--- config.mk ---
export PLATFORM = sky130hd
export DESIGN_NAME = external_irq_arbiter_flat
export DESIGN_NICKNAME = d
export VERILOG_FILES = /design/src/rtl/external_irq_arbiter_if.sv /design/src/rtl/external_irq_arbiter.sv /design/src/flat_wrapper.sv
export SDC_FILE = /design/constraint.sdc
export NUM_CORES = 1
export LEC_CHECK = 0
export BUFFER_PORTS_ARGS = -buffer_cell sky130_fd_sc_hd__buf_2
export CAP_MARGIN = 20
export CORE_MARGIN = 2
export CORE_UTILIZATION = 45
export CTS_CLUSTER_DIAMETER = 120
export DETAILED_ROUTE_END_ITERATION = 12
export PLACE_DENSITY = 0.66
export SKIP_LAST_GASP = 1
export SLEW_MARGIN = 5
export SYNTH_ARGS = -nofsm -noshare
export SYNTH_HDL_FRONTEND = slang
export SYNTH_SLANG_ARGS = --single-unit
--- constraint.sdc ---
create_clock -name iCLOCK -period 6.1 [get_ports iCLOCK]
set_clock_uncertainty 0.15 [all_clocks]
set_input_delay 0.61 -clock iCLOCK [delete_from_list [all_inputs] [get_ports iCLOCK]]
set_output_delay 0.61 -clock iCLOCK [all_outputs]
set_load 0.03 [all_outputs]
--- src/rtl/external_irq_arbiter_if.sv ---
// rtl/external_irq_arbiter_if.sv - external interrupt handshake between the arbiter and the interrupt controller

interface external_irq_arbiter_if;
    logic       ext_active;
    logic [5:0] ext_num;
    logic       ext_ack;

    modport master (
        output ext_active,
        output ext_num,
        input  ext_ack
    );

    modport slave (
        input  ext_active,
        input  ext_num,
        output ext_ack
    );
endinterface

--- src/rtl/external_irq_arbiter.sv ---
// rtl/external_irq_arbiter.sv - synchronises and latches device IRQ lines, presents the lowest-index
// enabled pending source to the interrupt controller and holds it until acknowledged

module external_irq_arbiter #(
    parameter int                 NUM_SRC    = 32,
    parameter logic [NUM_SRC-1:0] EDGE_SENSE = '0
) (
    input  logic               iCLOCK,
    input  logic               iRESET,
    input  logic               iRESET_SYNC,
    input  logic [NUM_SRC-1:0] iIRQ_REQ,
    input  logic [NUM_SRC-1:0] iIRQ_ENABLE,
    output logic [NUM_SRC-1:0] oIRQ_PENDING,
    output logic [NUM_SRC-1:0] oIRQ_CLEAR,
    external_irq_arbiter_if.master ext
);

    typedef enum logic [1:0] {
        ST_IDLE    = 2'd0,
        ST_REQ     = 2'd1,
        ST_HOLDOFF = 2'd2
    } state_t;

    state_t state;
    state_t state_nxt;

    logic [NUM_SRC-1:0] req_meta;
    logic [NUM_SRC-1:0] req_sync;
    logic [NUM_SRC-1:0] req_sync_d;
    logic [NUM_SRC-1:0] pend_edge;
    logic [NUM_SRC-1:0] pending;
    logic [NUM_SRC-1:0] edge_set;
    logic [NUM_SRC-1:0] cand;
    logic [NUM_SRC-1:0] num_onehot;
    logic [NUM_SRC-1:0] accept_vec;
    logic [NUM_SRC-1:0] clear_q;

    logic [5:0] win_num;
    logic       win_valid;
    logic [5:0] b_num;
    logic       hold_cnt;

    logic ext_active_c;
    logic take_ack;
    logic load_num;
    logic in_holdoff;

    // Two-flop synchroniser plus one delayed copy for rising-edge detection.
    always_ff @(posedge iCLOCK or posedge iRESET) begin
        if (iRESET) begin
            req_meta   <= '0;
            req_sync   <= '0;
            req_sync_d <= '0;
        end else if (iRESET_SYNC) begin
            req_meta   <= '0;
            req_sync   <= '0;
            req_sync_d <= '0;
        end else begin
            req_meta   <= iIRQ_REQ;
            req_sync   <= req_meta;
            req_sync_d <= req_sync;
        end
    end

    assign edge_set = req_sync & ~req_sync_d & EDGE_SENSE;

    // A fresh edge in the same cycle as the acceptance clear must survive.
    always_ff @(posedge iCLOCK or posedge iRESET) begin
        if (iRESET) begin
            pend_edge <= '0;
        end else if (iRESET_SYNC) begin
            pend_edge <= '0;
        end else begin
            pend_edge <= (pend_edge & ~accept_vec) | edge_set;
        end
    end

    assign pending = pend_edge | (req_sync & ~EDGE_SENSE);
    assign cand    = pending & iIRQ_ENABLE;

    always_comb begin
        win_num   = '0;
        win_valid = 1'b0;
        for (int i = NUM_SRC - 1; i >= 0; i--) begin
            if (cand[i]) begin
                win_num   = 6'(i);
                win_valid = 1'b1;
            end
        end
    end

    always_comb begin
        num_onehot = '0;
        for (int i = 0; i < NUM_SRC; i++) begin
            num_onehot[i] = (b_num == 6'(i));
        end
    end

    always_ff @(posedge iCLOCK or posedge iRESET) begin
        if (iRESET) begin
            state <= ST_IDLE;
        end else if (iRESET_SYNC) begin
            state <= ST_IDLE;
        end else begin
            state <= state_nxt;
        end
    end

    always_comb begin
        state_nxt = ST_IDLE;
        case (state)
            ST_IDLE:    state_nxt = win_valid ? ST_REQ : ST_IDLE;
            ST_REQ:     state_nxt = ext.ext_ack ? ST_HOLDOFF : ST_REQ;
            ST_HOLDOFF: state_nxt = hold_cnt ? ST_IDLE : ST_HOLDOFF;
            default:    state_nxt = ST_IDLE;
        endcase
    end

    always_comb begin
        ext_active_c = 1'b0;
        take_ack     = 1'b0;
        load_num     = 1'b0;
        in_holdoff   = 1'b0;
        case (state)
            ST_IDLE: begin
                load_num = win_valid;
            end
            ST_REQ: begin
                ext_active_c = 1'b1;
                take_ack     = ext.ext_ack;
            end
            ST_HOLDOFF: begin
                in_holdoff = 1'b1;
            end
            default: begin
                ext_active_c = 1'b0;
            end
        endcase
    end

    assign accept_vec = take_ack ? num_onehot : '0;

    // b_num is frozen outside IDLE, which keeps a committed request stable.
    always_ff @(posedge iCLOCK or posedge iRESET) begin
        if (iRESET) begin
            b_num    <= '0;
            hold_cnt <= 1'b0;
            clear_q  <= '0;
        end else if (iRESET_SYNC) begin
            b_num    <= '0;
            hold_cnt <= 1'b0;
            clear_q  <= '0;
        end else begin
            if (load_num) begin
                b_num <= win_num;
            end
            hold_cnt <= in_holdoff ? ~hold_cnt : 1'b0;
            clear_q  <= accept_vec;
        end
    end

    assign ext.ext_active = ext_active_c;
    assign ext.ext_num    = b_num;
    assign oIRQ_PENDING   = pending;
    assign oIRQ_CLEAR     = clear_q;

endmodule

--- src/flat_wrapper.sv ---
// flat-port wrapper written by rule: the top's interface ports become plain ports
module external_irq_arbiter_flat 
#(
    parameter int                 NUM_SRC    = 32,
    parameter logic [NUM_SRC-1:0] EDGE_SENSE = '0
)
  (iCLOCK, iRESET, iRESET_SYNC, iIRQ_REQ, iIRQ_ENABLE, oIRQ_PENDING, oIRQ_CLEAR, ext_ext_active, ext_ext_num, ext_ext_ack);
  external_irq_arbiter_if ext_i ();
  input  logic iCLOCK;
  input  logic iRESET;
  input  logic iRESET_SYNC;
  input  logic [NUM_SRC-1:0] iIRQ_REQ;
  input  logic [NUM_SRC-1:0] iIRQ_ENABLE;
  output logic [NUM_SRC-1:0] oIRQ_PENDING;
  output logic [NUM_SRC-1:0] oIRQ_CLEAR;
  output wire logic [$bits(ext_i.ext_active)-1:0] ext_ext_active;
  output wire logic [$bits(ext_i.ext_num)-1:0] ext_ext_num;
  input wire logic [$bits(ext_i.ext_ack)-1:0] ext_ext_ack;
  assign ext_ext_active = ext_i.ext_active;
  assign ext_ext_num = ext_i.ext_num;
  assign ext_i.ext_ack = ext_ext_ack;
  external_irq_arbiter #(.NUM_SRC(NUM_SRC), .EDGE_SENSE(EDGE_SENSE)) u_core (.iCLOCK(iCLOCK), .iRESET(iRESET), .iRESET_SYNC(iRESET_SYNC), .iIRQ_REQ(iIRQ_REQ), .iIRQ_ENABLE(iIRQ_ENABLE), .oIRQ_PENDING(oIRQ_PENDING), .oIRQ_CLEAR(oIRQ_CLEAR), .ext(ext_i));
endmodule
Yosys cells after proc, flatten, opt, wreduce, memory -nomap -nowiden

Index checks and enable logic that the tools add are counted.

Flip-flop bits (word level): 137
Input port bits: 68
Output and inout bits: 71

Equality and inequality tests: 33
Muxes and demuxes: 82
Bitwise gates (word level): 5
Reduce and logical (&&, ||, !) cells: 3

Operator list:

| operator           | count |
|---|---|
| $mux 32            | 5 |
| $mux 5             | 32 |
| $eq 6x5->1 const B | 16 |
| $and 32x32->32     | 2 |
| $eq 6x4->1 const B | 8 |
| $mux 1             | 39 |
| $not 32->32        | 1 |
| $or 32x32->32      | 1 |
| $eq 6x3->1 const B | 4 |
| $eq 6x2->1 const B | 2 |
| $mux 6             | 2 |
| $eq 6x1->1 const B | 1 |
| $logic_not 6->1    | 1 |
| $mux 2             | 3 |
| $pmux 2 s3         | 1 |
| $eq 2x1->1 const B | 1 |
| $eq 2x2->1 const B | 1 |
| $logic_not 2->1    | 1 |
| $reduce_bool 2->1  | 1 |
| $not 1->1          | 1 |

Logic depth before layout (Yosys ltp)

Gate-level depths: netlist of run 1.

Depth after elaboration: 37
Gate-level depth with buffers: 6

Worst setup path after synthesis of run 1

No wires, ideal clock.

Kind: input port to flip-flop
Start point: input port iIRQ_ENABLE[14]
End point: register u_core.b_num[2] (netlist: u_core.ext.ext_num[2])
Library setup time: 0.120 ns
Arrival time: 1.669 ns
Data required time: 5.830 ns
Setup slack: 4.161 ns
Stages on the path: 6
Cell sequence: o21ai_1 nand4_2 nor4_4 a311o_2 a2111oi_2 a31o_1

Longest elaborated chain between the ends: 18
Elaborated cells between the ends (all ways): 35
Classes of those cells: mux (33); bitwise (1); reduce/logical (1)

RTL lines:

| item                                            | RTL line                                                 | source |
|---|---|---|
| start: declaration                              | flat_wrapper.sv:13                                       | `input logic [NUM_SRC-1:0] iIRQ_ENABLE;` |
| $and 32x32->32 *                                | external_irq_arbiter.sv:79                               | `assign cand = pending & iIRQ_ENABLE;` |
| $mux 5 or $mux 1 (tied branches) (15 in series) | external_irq_arbiter.sv:85                               | `if (cand[i]) begin` |
| $mux 6 or $mux 1 (tied branches)                | external_irq_arbiter.sv:154, external_irq_arbiter.sv:124 |  |
| $mux 6 or $reduce_bool 2->1 (tied branches)     | -                                                        |  |
| end signal: assignment                          | external_irq_arbiter.sv:155                              | `b_num <= win_num;` |
| end: declaration                                | external_irq_arbiter.sv:40                               | `logic [5:0] b_num;` |

Mark *: on every way between the ends. The rest lies on a longest branch, timed or not. The select of a mux whose other input is x is not followed.
A chain may end at the register's enable or synchronous reset.

Final worst setup path of run 1

Start point: input port iRESET_SYNC
End point: register u_core.clear_q[5] (netlist: u_core.oIRQ_CLEAR[5])

Longest elaborated chain between the ends: 1

RTL lines:

| item                   | RTL line                    | source |
|---|---|---|
| start: declaration     | flat_wrapper.sv:11          | `input logic iRESET_SYNC;` |
| $mux 32                | external_irq_arbiter.sv:149 | `end else if (iRESET_SYNC) begin` |
| end signal: assignment | external_irq_arbiter.sv:158 | `clear_q <= accept_vec;` |
| end: declaration       | external_irq_arbiter.sv:36  | `logic [NUM_SRC-1:0] clear_q;` |

Every way passes these cells.

==> results of run 1 <==
[through the flow]
stage | utilization | setup slack (ns)
final | 0.577 | 3.63
after floorplan | - | 1.70
after CTS | 0.577 | 3.64
after global placement | 0.523 | 3.36
after global routing | 0.577 | 3.36
after detailed placement | 0.523 | 3.19
[worst max-delay path, cell delays in order]
cell	delay, ns
buf_2	0.09
buf_4	0.33
inv_2	0.57
nand4_1	0.67
nor2_1	0.32
[logic make-up after synthesis]
family / after synthesis / share of synthesized area
AND/OR/NAND/NOR: 201 / 0.210
flip-flops: 136 / 0.627
AO/OA/AOI/OAI: 97 / 0.143
buffers and inverters: 24 / 0.0194
other: 1 / 0.000691
[state kept, by name, indices dropped and copies added (netlist names)]
| register | count |
|---|---|
| u_core.req_sync | 32 |
| u_core.oIRQ_CLEAR | 32 |
| u_core.ext.ext_num | 5 |
| u_core.hold_cnt | 1 |
| u_core.state | 2 |
| u_core.req_meta | 32 |
| u_core.pend_edge | 32 |
[cells in the mapped netlist (2+ instances only)]
library cell	instances	area, um^2
and2b_2	2	17.5
a31oi_1	6	37.5
o211ai_1	2	15.0
o21ai_4	3	48.8
o21ai_2	4	35.0
nand3_1	14	70.1
inv_1	5	18.8
dfrtp_1	136	3400
o211a_1	32	320
nand4_2	2	25.0
a21oi_1	6	30.0
o21ai_1	13	65.1
a211oi_1	4	30.0
o21a_1	2	15.0
nand2_1	24	90.1
nor3_1	3	15.0
nor2b_1	68	425
or2_2	31	194
o2111ai_1	2	17.5
nand4_1	9	56.3
nor2_1	39	146
o21ai_0	14	70.1
clkbuf_1	15	56.3
[per-layer routing]
metal  share of wire  up-vias  routed length (um)  global-route usage
li1                -     1866                   -                   -
met1            0.45     1952                5710               0.276
met2            0.48      146                6180               0.338
met3           0.064       13                 815              0.0685
met4          0.0084        0                 108              0.0512
met5               0        -                   0                   0
[worst paths after layout]
check                           slack [ns]                start               endpoint  cells past startpoint
worst max-delay path                  3.63          iRESET_SYNC   u_core.oIRQ_CLEAR[5]                      5
worst min-delay path                  0.08               iRESET   u_core.oIRQ_CLEAR[2]                      2
max in group asynchronous             4.38               iRESET     u_core.req_meta[8]                      3
min in group iCLOCK                   0.26          iIRQ_REQ[3]     u_core.req_meta[3]                      2
worst max register to register        3.91  u_core.pend_edge[2]  u_core.ext.ext_num[2]                      6
worst min register to register        0.27      u_core.hold_cnt        u_core.hold_cnt                      1
[cell type report]
cell class | count | area (um^2)
Clock buffer | 19 | 443
Clock inverter | 13 | 201
Fill cell | 1026 | 5030
Inverter | 6 | 27.5
Multi-Input combinational cell | 299 | 1920
Sequential cell | 136 | 3400
Tap cell | 147 | 184
Timing Repair Buffer | 139 | 701
[power by group through the flow]
stage	logic [mW]	registers, mW	clock network [mW]
3_5_place_dp	0.230	0.967	0
4_1_cts	0.231	0.951	1.12
6_report	0.230	0.952	1.10
2_1_floorplan	0.144	0.975	0
5_1_grt	0.251	0.955	1.16
3_3_place_gp	0.227	0.966	0
==> flow_metrics.py, run 1 <==
metrics = {
    "status": {
        "outcome": "complete, no violations",
    },
    "drt": {
        "ant_nets": 0,
        "viasPerCell": 5.24,
        "wl_per_cell_um": 16.9,
        "dr.pass1.iters": 5,
        "first_iter_violations": 297,
        "vias": 3977,
        "wirelength_um": 12800,
        "drc": 0,
    },
    "die": {
        "rows": 40,
        "fp.dieW_um": 114,
        "start_util": 0.455,
        "io_pins": 139,
        "coreArea_um2": 11900,
        "die_y_um": 114,
        "dieArea_um2": 13000,
    },
    "sta": {
        "drv_slew": 0,
        "finalHoldViolations": 0,
        "rsz0062_at_grt": "false",
        "tns_ns": 0,
        "worst_pin_slew_ns": 0.952,
        "layout_min_cycle_time_ns": 2.47,
        "fmax_mhz": 405,
        "timing.hold.ws_ns": 0.0812,
        "setup_viol_count_final": 0,
        "timing.final.crit_share": 0.404,
        "slew_headroom": 0.365,
    },
    "power_and_ir_drop": {
        "power.net_switching_mw": 0.548,
        "p_leak_nw": 3.84,
        "finalPower_mw": 2.29,
        "vdd_ir_drop_max_v": 0.000261,
        "p_per_area_nw_per_um2": 333,
        "p_sw_frac": 0.240,
        "pwr-share-comb": 0.101,
        "p_int_mw": 1.74,
        "p_seq_frac": 0.416,
        "p_clk_frac": 0.483,
    },
    "worst_setup_path": {
        "arrival_ns": 2.63,
        "endpoint_kind": "flip-flop",
        "worst-setup-path-type": "primary input to flip-flop",
        "crit_path_max_fanout": 72,
        "worstPathRequired_ns": 6.26,
        "crit_path_start_kind": "primary input",
    },
    "clocking": {
        "cts_tree": "done",
        "clk_latency_ns": 0.42,
        "cts_resized": 0,
        "cts.clk_slew.worst_paths_ns": 0.05,
        "numCtsBuffers": 17,
        "ctsHoldBuffers": 0,
        "cts.sinks": 136,
        "cts-root-buf": "clkbuf_16",
        "cts_setup_buffers": 0,
        "htree_levels": 4,
        "clock_path_buffers": 2,
    },
    "cells_and_area": {
        "mostFrequentLayoutCells": "buf_2, dfrtp_1, nor2b_1",
        "drive_gt1_frac": 0.363,
        "fin_nets": 667,
        "final_area_um2": 6880,
        "stdcell_count": 759,
        "syn_to_final_growth_pct": 26.8,
        "final_common_cell": "buf_2",
        "diodes": 0,
    },
    "placement": {
        "gp_congestion": 0.923,
        "dp_cells": 727,
        "dp_hpwl_um": 9150,
        "postPlaceCellArea_um2": 6230,
        "port_buffers": 137,
    },
    "grt": {
        "grt_pass1_vias": 3964,
        "grt_first_pass_wirelength_um": 20300,
        "grtUsageTotal": 0.209,
        "antenna_found_initial": 0,
        "grt-ovfl-total": 0,
        "grt_max_degree": 80,
    },
    "yosys": {
        "synth_warnings": 0,
        "synth_ff_type": "dfrtp_1",
        "netlist_instances": 459,
        "yosysSeqAreaShare": 0.627,
        "syn_avg_cell_area_um2": 11.8,
        "synth_edf_count": 0,
        "yosysUniqueCellTypes": 46,
        "ys_seq_elements": 136,
        "async_reset_ff_frac": 1.00,
        "synth_nets": 527,
        "synth_area_um2": 5430,
    },
    "job": {
        "drv_cap": 0,
    },
    "worst_hold_path": {
        "hold_path.class": "primary input to async pin",
    },
}
Power figures use the tool's default switching activity.
==> inputs of run 2 (changes only) <==
--- a/config.mk
+++ b/config.mk
@@ -11,7 +11,7 @@
 export CORE_UTILIZATION = 45
 export CTS_CLUSTER_DIAMETER = 120
 export DETAILED_ROUTE_END_ITERATION = 12
-export PLACE_DENSITY = 0.66
+export PLACE_DENSITY = 0.68
 export SKIP_LAST_GASP = 1
 export SLEW_MARGIN = 5
 export SYNTH_ARGS = -nofsm -noshare
==> constraint.sdc (replaced) <==
create_clock -name iCLOCK -period 2.24 [get_ports iCLOCK]
set_clock_uncertainty 0.15 [all_clocks]
set_input_delay 0.224 -clock iCLOCK [delete_from_list [all_inputs] [get_ports iCLOCK]]
set_output_delay 0.224 -clock iCLOCK [all_outputs]
set_load 0.03 [all_outputs]
==> flow_metrics.py, run 2 (synthesized netlist as in run 1, its figures left out) <==
metrics = {
    "die": {
        "io_pins": 139,
        "rows": 40,
        "coreArea_um2": 11900,
        "dieArea_um2": 13000,
        "fp.dieW_um": 114,
        "die_y_um": 114,
        "start_util": 0.455,
    },
    "cells_and_area": {
        "final_core_utilization": 0.610,
        "syn_to_final_growth_pct": 34.0,
        "drive_gt1_frac": 0.355,
        "diodes": 0,
        "nFillCells": 1005,
        "mostFrequentLayoutCells": "buf_2, dfrtp_1, nor2b_1",
        "fin_nets": 712,
        "final_area_um2": 7270,
        "final_common_cell": "buf_2",
        "register_area_um2": 3400,
        "multiInputGateArea_um2": 1920,
    },
    "worst_setup_path": {
        "endpoint_kind": "flip-flop",
        "timing.critical_path.from": "u_core.req_sync[14]",
        "r2r_cells": 6,
        "worstPathRequired_ns": 2.40,
        "worst_r2r_endpoint": "u_core.ext.ext_num[2]",
        "r2r-start": "u_core.req_sync[14]",
        "worst-setup-path-type": "flip-flop to flip-flop",
        "crit_path_max_fanout": 8,
        "arrival_ns": 2.21,
        "crit_path_start_kind": "flip-flop",
        "rrSetupSlack_ns": 0.19,
    },
    "grt": {
        "grt-ovfl-total": 0,
        "grt_pass1_vias": 4045,
        "grt_max_degree": 105,
        "antenna_found_initial": 0,
        "grtUsageTotal": 0.219,
        "grt_first_pass_wirelength_um": 21000,
    },
    "worst_hold_path": {
        "worstHoldStart": "iRESET_SYNC",
        "hold_path.class": "primary input to flip-flop",
        "worstHoldEndpoint": "u_core.req_meta[0]",
        "whs_path_depth": 2,
    },
    "sta": {
        "layout_min_cycle_time_ns": 2.05,
        "tns_ns": 0,
        "drv_slew": 0,
        "rsz0062_at_grt": "false",
        "timing.final.crit_share": 0.913,
        "finalHoldViolations": 0,
        "setup_viol_count_final": 0,
        "fmax_mhz": 489,
        "worst_pin_slew_ns": 0.553,
        "fin_ws_ns": 0.195,
        "slew_headroom": 0.631,
        "timing.hold.ws_ns": 0.0257,
    },
    "drt": {
        "dr.pass1.iters": 4,
        "wl_per_cell_um": 16.8,
        "vias": 4121,
        "drc": 0,
        "viasPerCell": 5.13,
        "ant_nets": 0,
        "wirelength_um": 13500,
        "first_iter_violations": 203,
    },
    "placement": {
        "port_buffers": 137,
        "dp_hpwl_um": 9710,
        "place_ws_ns": 0.130,
        "postPlaceCellArea_um2": 6330,
        "gp_congestion": 0.873,
    },
    "power_and_ir_drop": {
        "vdd_ir_drop_max_v": 0.000549,
        "p_leak_nw": 4.00,
        "p_per_area_nw_per_um2": 837,
    },
    "clocking": {
        "cts-root-buf": "clkbuf_16",
        "clock_path_buffers": 2,
        "clk_latency_ns": 0.42,
        "cts.sinks": 136,
        "numCtsBuffers": 17,
        "htree_levels": 4,
        "cts.clk_slew.worst_paths_ns": 0.06,
        "cts_tree": "done",
    },
    "job": {
        "drv_cap": 0,
    },
    "status": {
        "outcome": "complete, no violations",
    },
}
[run 2: cell count changes in the layout (fill, tap and decap cells not counted), moves of 2 or more]
cell	delta
buf_4	+10
bufinv_16	-2
clkinvlp_4	+3
dlygate4sd3_1	+34
[run 2: layout make-up]
cell class / count / area share
clock buffers: 19 / 0.0623
clock inverters: 12 / 0.0208
inverters: 6 / 0.00361
multi-input cells: 299 / 0.264
flip-flops and latches: 136 / 0.468
well taps: 147 / 0.0253
repair buffers: 184 / 0.156
[run 2: worst max-delay path: stages, from the launching register on]
cell and delay, ns:
dfrtp_1 0.40, o21ai_1 0.31, nand4_2 0.19, nor4_4 0.31, a311o_2 0.32, a2111oi_2 0.06, a31o_1 0.19
[run 2: worst max-delay path by stage]
stage                                  to  slack [ns]  depth (start not counted)
floorplan           u_core.ext.ext_num[0]        0.17                          1
global placement    u_core.ext.ext_num[2]        0.11                          6
detailed placement  u_core.ext.ext_num[2]        0.13                          6
CTS                 u_core.ext.ext_num[2]         0.1                          6
global route        u_core.ext.ext_num[2]        0.01                          6
finish              u_core.ext.ext_num[2]        0.19                          6
[run 2: where the power goes]
group,switching (mW),total [mW],internal [mW]
Sequential,0.0607,2.59,2.53
Clock,1.00,2.79,1.79
Combinational,0.439,0.696,0.258
Total,1.50,6.08,4.58
[run 2: per-layer routing]
metal | global-route usage | up-vias | share of wire
met5 | 0 | - | 0
met2 | 0.354 | 113 | 0.49
met3 | 0.0563 | 20 | 0.048
met1 | 0.286 | 2032 | 0.44
li1 | - | 1956 | -
met4 | 0.0854 | 0 | 0.020
[run 2: repair_timing]
| action | CTS | global route |
|---|---|---|
| hold buffers | 34 | 0 |
| hold endpoints to repair | 169 | 0 |
| setup buffers | 0 | 0 |
| setup endpoints to repair | 0 | 2 |
| gates resized for setup | 0 | 1 |
[run 2: per-stage QoR]
stage / std cells / power, mW
after floorplan: 459 / 3.05
after global placement: 738 / 3.28
after detailed placement: 738 / 3.29
after CTS: 803 / 6.15
after global routing: 803 / 6.32
final: 803 / 6.08
==> inputs of run 3 (changes only) <==
--- a/config.mk
+++ b/config.mk
@@ -6,12 +6,13 @@
 export NUM_CORES = 1
 export LEC_CHECK = 0
 export BUFFER_PORTS_ARGS = -buffer_cell sky130_fd_sc_hd__buf_2
-export CAP_MARGIN = 20
+export CAP_MARGIN = 10
 export CORE_MARGIN = 2
 export CORE_UTILIZATION = 45
 export CTS_CLUSTER_DIAMETER = 120
 export DETAILED_ROUTE_END_ITERATION = 12
-export PLACE_DENSITY = 0.68
+export PLACE_DENSITY = 0.83
+export RECOVER_POWER = 50
 export SKIP_LAST_GASP = 1
 export SLEW_MARGIN = 5
 export SYNTH_ARGS = -nofsm -noshare
==> flow_metrics.py, run 3 (synthesized netlist as in run 1, its figures left out) <==
metrics = {
    "clocking": {
        "clk_latency_ns": 0.42,
        "cts-root-buf": "clkbuf_16",
        "numCtsBuffers": 17,
        "htree_levels": 4,
        "cts.clk_slew.worst_paths_ns": 0.06,
        "cts_tree": "done",
        "clock_path_buffers": 2,
        "cts.sinks": 136,
    },
    "die": {
        "io_pins": 139,
        "fp.dieW_um": 114,
        "coreArea_um2": 11900,
        "die_y_um": 114,
        "start_util": 0.455,
        "rows": 40,
        "dieArea_um2": 13000,
    },
    "sta": {
        "setup_viol_count_final": 0,
        "finalHoldViolations": 0,
        "slew_headroom": 0.226,
        "drv_slew": 0,
        "fmax_mhz": 485,
        "layout_min_cycle_time_ns": 2.06,
        "rsz0062_at_grt": "false",
        "timing.final.crit_share": 0.921,
        "tns_ns": 0,
        "worst_pin_slew_ns": 1.16,
        "timing.hold.ws_ns": 0.138,
    },
    "worst_setup_path": {
        "cp_slowest_cell": "dfrtp_1",
        "worstPathRequired_ns": 2.39,
        "arrival_ns": 2.21,
        "crit_path_max_fanout": 8,
        "worst-setup-path-type": "flip-flop to flip-flop",
        "critPathMaxStageDelay_ns": 0.39,
        "cp_cell_sequence": "o21ai_0 > nand4_1 > nor4_4 > a311o_2 > a2111oi_2 > a31o_1",
        "endpoint_kind": "flip-flop",
        "crit_path_start_kind": "flip-flop",
    },
    "drt": {
        "ant_nets": 0,
        "first_iter_violations": 248,
        "wirelength_um": 14000,
        "drc": 0,
        "viasPerCell": 5.25,
        "dr.pass1.iters": 5,
        "wl_per_cell_um": 17.5,
        "vias": 4203,
    },
    "cells_and_area": {
        "syn_to_final_growth_pct": 33.7,
        "diodes": 0,
        "final_common_cell": "dfrtp_1",
        "mostFrequentLayoutCells": "dfrtp_1, buf_2, nor2b_1",
        "drive_gt1_frac": 0.296,
        "final_core_utilization": 0.609,
        "fin_nets": 708,
    },
    "grt": {
        "antenna_found_initial": 0,
        "grt-ovfl-total": 0,
        "grt_max_degree": 137,
        "grt_pass1_vias": 4130,
        "grtUsageTotal": 0.225,
        "grt_first_pass_wirelength_um": 21700,
    },
    "power_and_ir_drop": {
        "p_leak_nw": 3.86,
        "finalPower_mw": 6.40,
        "p_per_area_nw_per_um2": 882,
        "vdd_ir_drop_max_v": 0.000411,
    },
    "job": {
        "drv_cap": 0,
    },
    "status": {
        "outcome": "complete, no violations",
    },
    "worst_hold_path": {
        "hold_path.class": "primary input to flip-flop",
    },
    "placement": {
        "dp_hpwl_um": 9550,
        "gp_congestion": 0.949,
        "port_buffers": 137,
    },
}
[run 3: per-layer routing]
metal,share of wire,global-route usage,wire length [um]
met2,0.48,0.355,6750
met5,0,0,0
met4,0.016,0.0772,229
met1,0.44,0.302,6140
met3,0.065,0.0643,908
[run 3: path summary, 6_finish.rpt]
| path | start | endpoint | slack (ns) | cells after the start |
|---|---|---|---|---|
| worst min register to register | u_core.hold_cnt | u_core.hold_cnt | 0.29 | 1 |
| max in group asynchronous | iRESET | u_core.pend_edge[8] | 0.58 | 4 |
| worst max-delay path | u_core.req_sync[29] | u_core.ext.ext_num[2] | 0.18 | 6 |
| min in group asynchronous | iRESET | u_core.oIRQ_CLEAR[1] | 0.61 | 4 |
| worst min-delay path | iIRQ_ENABLE[0] | u_core.ext.ext_num[0] | 0.14 | 4 |
| worst max register to register | u_core.req_sync[29] | u_core.ext.ext_num[2] | 0.18 | 6 |
[run 3: metrics by stage]
stage,std cells,setup WS (ns),instance area (um^2)
2_1_floorplan,459,0.173,5430
3_3_place_gp,733,0.150,6290
3_5_place_dp,733,0.108,6290
4_1_cts,800,0.0763,7300
5_1_grt,800,0.00308,7250
6_report,800,0.176,7250
[run 3: layout make-up]
class	count	area, um^2
inverter	6	26.3
fill	986	4660
clock buffer	22	474
tap	147	184
multi-input combinational	299	1920
sequential	136	3400
clock inverter	10	190
timing repair buffer	180	1060
[run 3: report_power, final]
| group | internal, mW | total [mW] | switching (mW) |
|---|---|---|---|
| clock network | 2.07 | 3.11 | 1.04 |
| logic | 0.251 | 0.696 | 0.445 |
| registers | 2.53 | 2.60 | 0.0627 |
[run 3: worst max-delay path, delay by kind of cell, from the launching register on]
kind,cells,cell delay (ns)
flip-flops,1,0.39
AO/OA/AOI/OAI,4,0.93
AND/OR/NAND/NOR,2,0.48
[run 3: timing repair]
action / CTS / global route
setup endpoints to repair: 0 / 3
buffers inserted: 0 / 0
hold endpoints to repair: 171 / 0
resized for setup: 0 / 1
hold buffers: 35 / 0
